<file path="src/rtl/frog_game_ctrl.sv">
// rtl/frog_game_ctrl.sv - frog game state controller: hit/goal detection, lives, level, hold timing
// Optional score register enabled by defining FROG_SCORE_EN (o_score tied to 0 otherwise).
module frog_game_ctrl #(
  parameter int          NUM_LANES      = 4,
  parameter int          LANE_ROW_BASE  = 2,
  parameter int          GOAL_ROW       = 0,
  parameter int          START_LIVES    = 3,
  parameter logic [23:0] HOLD_CYCLES    = 24'd12_500_000,
  parameter int          MAX_LEVEL      = 15,
  parameter bit          CHECK_GOAL_ROW = 1'b1
) (
  input  logic                     i_Clk,
  input  logic                     i_Rst_L,
  input  logic                     i_start,
  input  logic [4:0]               i_frog_x,
  input  logic [3:0]               i_frog_y,
  input  logic [5*NUM_LANES-1:0]   i_car_x,
  output logic [3:0]               o_level,
  output logic [1:0]               o_lives,
  output logic [2:0]               o_state,
  output logic                     o_frog_reset,
  output logic                     o_hit,
  output logic                     o_game_over,
  output logic [7:0]               o_score
);

  typedef enum logic [2:0] {
    S_IDLE = 3'd0,
    S_PLAY = 3'd1,
    S_HIT  = 3'd2,
    S_WIN  = 3'd3,
    S_OVER = 3'd4
  } state_t;

  localparam logic [3:0]  LEVEL_MAX  = 4'(MAX_LEVEL);
  localparam logic [1:0]  LIVES_INIT = 2'(START_LIVES);
  localparam logic [23:0] HOLD_LOAD  = HOLD_CYCLES - 24'd1;
  localparam logic [3:0]  GOAL_Y     = 4'(GOAL_ROW);

  // A goal row inside the lane band makes hit and goal ambiguous; reject it at elaboration.
  generate
    if (CHECK_GOAL_ROW && (GOAL_ROW >= LANE_ROW_BASE) && (GOAL_ROW < LANE_ROW_BASE + NUM_LANES)) begin : g_goal_row_check
      $error("frog_game_ctrl: GOAL_ROW lies inside the lane rows");
    end
  endgenerate

  state_t      state_q, state_d;
  logic [3:0]  level_q, level_d;
  logic [1:0]  lives_q, lives_d;
  logic [23:0] hold_q, hold_d;
  logic        frog_reset_q, frog_reset_d;
  logic        hit_q, over_q;
  logic        collide, goal;

  // Frog coincides with the car of the lane it is standing in.
  always_comb begin
    collide = 1'b0;
    for (int k = 0; k < NUM_LANES; k++) begin
      if ((i_frog_y == 4'(LANE_ROW_BASE + k)) && (i_frog_x == i_car_x[5*k +: 5])) begin
        collide = 1'b1;
      end
    end
  end

  assign goal = (i_frog_y == GOAL_Y);

  // Next-state, lives/level update and hold countdown.
  always_comb begin
    state_d      = state_q;
    level_d      = level_q;
    lives_d      = lives_q;
    hold_d       = hold_q;
    frog_reset_d = 1'b0;
    case (state_q)
      S_IDLE, S_OVER: begin
        if (i_start) begin
          state_d      = S_PLAY;
          level_d      = 4'd1;
          lives_d      = LIVES_INIT;
          frog_reset_d = 1'b1;
        end
      end
      S_PLAY: begin
        if (collide) begin
          state_d = S_HIT;
          lives_d = lives_q - 2'd1;
          hold_d  = HOLD_LOAD;
        end else if (goal) begin
          state_d = S_WIN;
          level_d = (level_q >= LEVEL_MAX) ? LEVEL_MAX : level_q + 4'd1;
          hold_d  = HOLD_LOAD;
        end
      end
      S_HIT, S_WIN: begin
        if (hold_q == 24'd0) begin
          if ((state_q == S_HIT) && (lives_q == 2'd0)) begin
            state_d = S_OVER;
          end else begin
            state_d      = S_PLAY;
            frog_reset_d = 1'b1;
          end
        end else begin
          hold_d = hold_q - 24'd1;
        end
      end
      default: state_d = S_IDLE;
    endcase
  end

  // State and registered outputs; o_hit/o_game_over follow the next state so they line up with o_state.
  always_ff @(posedge i_Clk or negedge i_Rst_L) begin
    if (!i_Rst_L) begin
      state_q      <= S_IDLE;
      level_q      <= 4'd1;
      lives_q      <= LIVES_INIT;
      hold_q       <= 24'd0;
      frog_reset_q <= 1'b0;
      hit_q        <= 1'b0;
      over_q       <= 1'b0;
    end else begin
      state_q      <= state_d;
      level_q      <= level_d;
      lives_q      <= lives_d;
      hold_q       <= hold_d;
      frog_reset_q <= frog_reset_d;
      hit_q        <= (state_d == S_HIT);
      over_q       <= (state_d == S_OVER);
    end
  end

`ifdef FROG_SCORE_EN
  logic [7:0] score_q;
  logic [8:0] score_sum;
  logic       game_start;
  logic       win_entry;

  assign score_sum  = {1'b0, score_q} + {5'd0, level_q};
  assign game_start = ((state_q == S_IDLE) || (state_q == S_OVER)) && i_start;
  assign win_entry  = (state_q == S_PLAY) && (state_d == S_WIN);

  // Score accumulates the pre-increment level on every win, saturating at 255.
  always_ff @(posedge i_Clk or negedge i_Rst_L) begin
    if (!i_Rst_L) begin
      score_q <= 8'd0;
    end else if (game_start) begin
      score_q <= 8'd0;
    end else if (win_entry) begin
      score_q <= score_sum[8] ? 8'hFF : score_sum[7:0];
    end
  end

  assign o_score = score_q;
`else
  assign o_score = 8'd0;
`endif

  assign o_state      = state_q;
  assign o_level      = level_q;
  assign o_lives      = lives_q;
  assign o_frog_reset = frog_reset_q;
  assign o_hit        = hit_q;
  assign o_game_over  = over_q;

endmodule
</file>
<file path="config.mk">
export PLATFORM = sky130hd
export DESIGN_NAME = frog_game_ctrl
export DESIGN_NICKNAME = d
export VERILOG_FILES = /design/src/rtl/frog_game_ctrl.sv
export SDC_FILE = /design/constraint.sdc
export NUM_CORES = 1
export LEC_CHECK = 0
export BUFFER_PORTS_ARGS = -buffer_cell sky130_fd_sc_hd__buf_4
export CORE_ASPECT_RATIO = 0.6
export CORE_MARGIN = 8
export CORE_UTILIZATION = 37
export DETAILED_ROUTE_END_ITERATION = 12
export PLACE_DENSITY_LB_ADDON = 0.25
export SLEW_MARGIN = 40
export SYNTH_ARGS = -nofsm -noshare
export SYNTH_HDL_FRONTEND = slang
export SYNTH_SLANG_ARGS = --single-unit
</file>
<file path="constraint.sdc">
create_clock -name i_Clk -period 2.3 [get_ports i_Clk]
set_input_delay 0.23 -clock i_Clk [delete_from_list [all_inputs] [get_ports i_Clk]]
set_output_delay 0.23 -clock i_Clk [all_outputs]
set_load 0.005 [all_outputs]
</file>
==> impl_metrics.ini <==
[critical_path]
cp_slowest_stage_delay_ns = 0.38
crit_type = flop to flop
slowest_stage = dfrtp_1
worst_setup_path_start_kind = flop
crit_fanout = 8
required_ns = 2.47
crit_chain = inv_1 -> ha_1 -> nor3b_1 -> nand4_4 -> o2111ai_4 -> nor3_1 -> or3b_1
critPathArrivalTime_ns = 2.27
crit_path_end_kind = flop

[timing]
period_minus_slack_ns = 2.104
setup_violations = 0
max_slew_margin = 0.4886
worst_pin_slew_ns = 0.7590
final_max_slew_viol_count = 0
worst_slack_ns = 0.1961
rsz0062_at_grt = false
skew_ns = 0.01175
finalCritPeriodShare = 0.9147
fmax_mhz = 475.3
timing_hold_violations_final = 0
tns_ns = 0

[yosys]
synth_seq_area_share = 0.3817
synth_edf_count = 0
ys_seq_elements = 36
synth.distinct_cells = 57
ys.flop_type = dfrtp_1
async_flop_share = 1.000
yosysTopAreaCellShare = 0.3485
synth_top_area_cell = dfrtp_1
synth.area.top_cells = dfrtp_1 (35%), xnor2_1 (12%), nand2b_1 (4.2%)
syn_area_per_cell_um2 = 10.08
yosys_warnings = 0
syn-instance-count = 235
synth_area_um2 = 2370

[floorplan]
ios = 52
core-area_um2 = 6166
fp.dieW_um = 119.3
fp.dieH_um = 77.99
num_rows = 22
initial_utilization = 0.3843
dieArea_um2 = 9306

[drt]
wl_per_cell_um = 14.60
wirelength_um = 5372
first_iter_violations = 64
viasPerCell = 4.916
routed-via-count = 1809
ant_nets = 0
drcViolationCount = 0
dr.pass1.iters = 4

[power_and_ir_drop]
power.density_nw_per_um2 = 468.9
leakage_nw = 1.102
finalPower_w = 0.001351
irDropWorstVdd_mv = 0.2720

[global_route]
grt_pass1_wl_um = 9225
grt_usage = 0.1232
grt_overflow = 0
grt_max_degree = 37
antenna_found_initial = 0
first_global_vias = 1805

[clock_tree]
cts_setup_buffers = 0
cts_buffers = 5
cts_tree = built
clk_latency_ns = 0.30
clock-sinks = 36
cts_root_buf = clkbuf_8
htree_levels = 2
cts.clk_slew.worst_paths_ns = 0.08
clock_path_buffers = 2

[placement]
dpl.hpwl_um = 4210
place_congestion = 0.7463
port_buffers = 43
dp_slack_ns = 0.1866

[layout]
insertedDiodeCount = 0
syn2layout_area_growth_pct = 21.59
seqCellArea_um2 = 904.6
fillers = 586
drive_gt1_frac = 0.2958
final_nets = 318
multiInputGateArea_um2 = 1364

[run_status]
status = complete, no violations

[hold_path]
hold_path.class = primary input to flop

[job]
maxCapViolCount = 0
==> cells by family after synthesis <==
logic type | share of synthesized area
other cells | 0.001582
xor+xnor | 0.1404
compound gates | 0.1104
simple gates | 0.2915
buf+inv | 0.05385
fa+ha+maj | 0.01584
flops | 0.3817
mux | 0.004752
==> synth_stat cells (2+ instances only) <==
master,number
nor2b_1,3
nor3_2,5
nand2b_1,16
xor2_1,6
nor3_1,12
nand2_1,7
buf_4,9
o21ai_0,9
nor4_4,4
dfstp_2,3
a31oi_1,2
buf_2,6
nand3_1,4
ha_1,3
nor2_1,20
o21ai_1,2
nor3b_1,4
dfrtp_1,33
nand4_1,5
a21oi_1,6
or3_1,3
nor4_1,2
or3b_1,2
inv_1,5
xnor2_1,32
==> metal layers <==
metal,track usage,vias up,share of wire
met3,0.03685,5,0.039
met4,0.03717,0,0.0076
met2,0.1664,23,0.40
met1,0.1813,872,0.55
li1,-,909,-
met5,0,-,0
==> flip-flops by register name, summed over array words and instances (netlist names) <==
name and count:
o_lives 2, o_level 4, o_state 3, o_hit 1, o_game_over 1, o_frog_reset 1
hold_q 24
==> per-stage QoR <==
step	cell area (µm²)	hold slack, ns	util	cells
finish	2882	0.3308	0.4673	368
global route	2882	0.3731	0.4673	368
global placement	2760	0.2247	0.4476	359
CTS	2882	0.3260	0.4673	368
detailed placement	2760	0.2255	0.4476	359
floorplan	2396	-0.06559	-	242
==> cells in the final DEF, fill, tap and decap left out, drive strengths merged, types with 4 or more instances in the layout <==
cell type / Yosys / layout
buf: 16 / 49
dfrtp: 33 / 33
xnor2: 32 / 32
nor2: 20 / 20
nor3: 18 / 18
nand2b: 16 / 16
o21ai: 12 / 12
conb: 1 / 8
nand2: 7 / 7
a21oi: 6 / 6
xor2: 6 / 6
nand4: 6 / 6
nor4: 6 / 6
inv: 5 / 5
clkbuf: 0 / 5
nor3b: 5 / 5
or3: 5 / 5
nand3: 4 / 4
==> worst paths after layout <==
check                           start          to  slack, ns  cells after the start
setup / recovery            hold_q[0]  hold_q[17]       0.20                      7
hold / removal                i_start  o_state[2]       0.33                      4
setup reg to reg            hold_q[0]  hold_q[17]       0.20                      7
hold reg to reg            o_level[0]  o_level[0]       0.53                      2
max in group asynchronous     i_Rst_L  o_lives[1]       1.52                      2
min in group asynchronous     i_Rst_L  hold_q[13]       0.44                      2
==> timing repair <==
action | 4_1_cts | 5_1_grt
endpoints found under the hold margin | 33 | 0
gates resized for setup | 0 | 0
hold buffers | 1 | 0
==> cell type report <==
class,instances,area share
clock buffer,5,0.02388
clock inverter,3,0.01476
inverter,5,0.006513
multi-input combinational,185,0.4733
sequential,36,0.3139
tap,84,0.03647
timing repair buffer,50,0.1311
==> where the power goes <==
part,internal (W),total (W),switching [W],leakage [nW]
Combinational,0.0000761,0.000139,0.0000628,0.673
Clock,0.000321,0.000564,0.000243,0.0541
Sequential,0.000641,0.000648,0.00000691,0.375
==> worst max-delay path, delay by kind of cell, from the launching register on <==
family | cells | cell delay [ns]
compound gates | 1 | 0.33
fa+ha+maj | 1 | 0.21
buf+inv | 1 | 0.08
flops | 1 | 0.38
simple gates | 4 | 0.98
(Power assumes the default switching activity.)
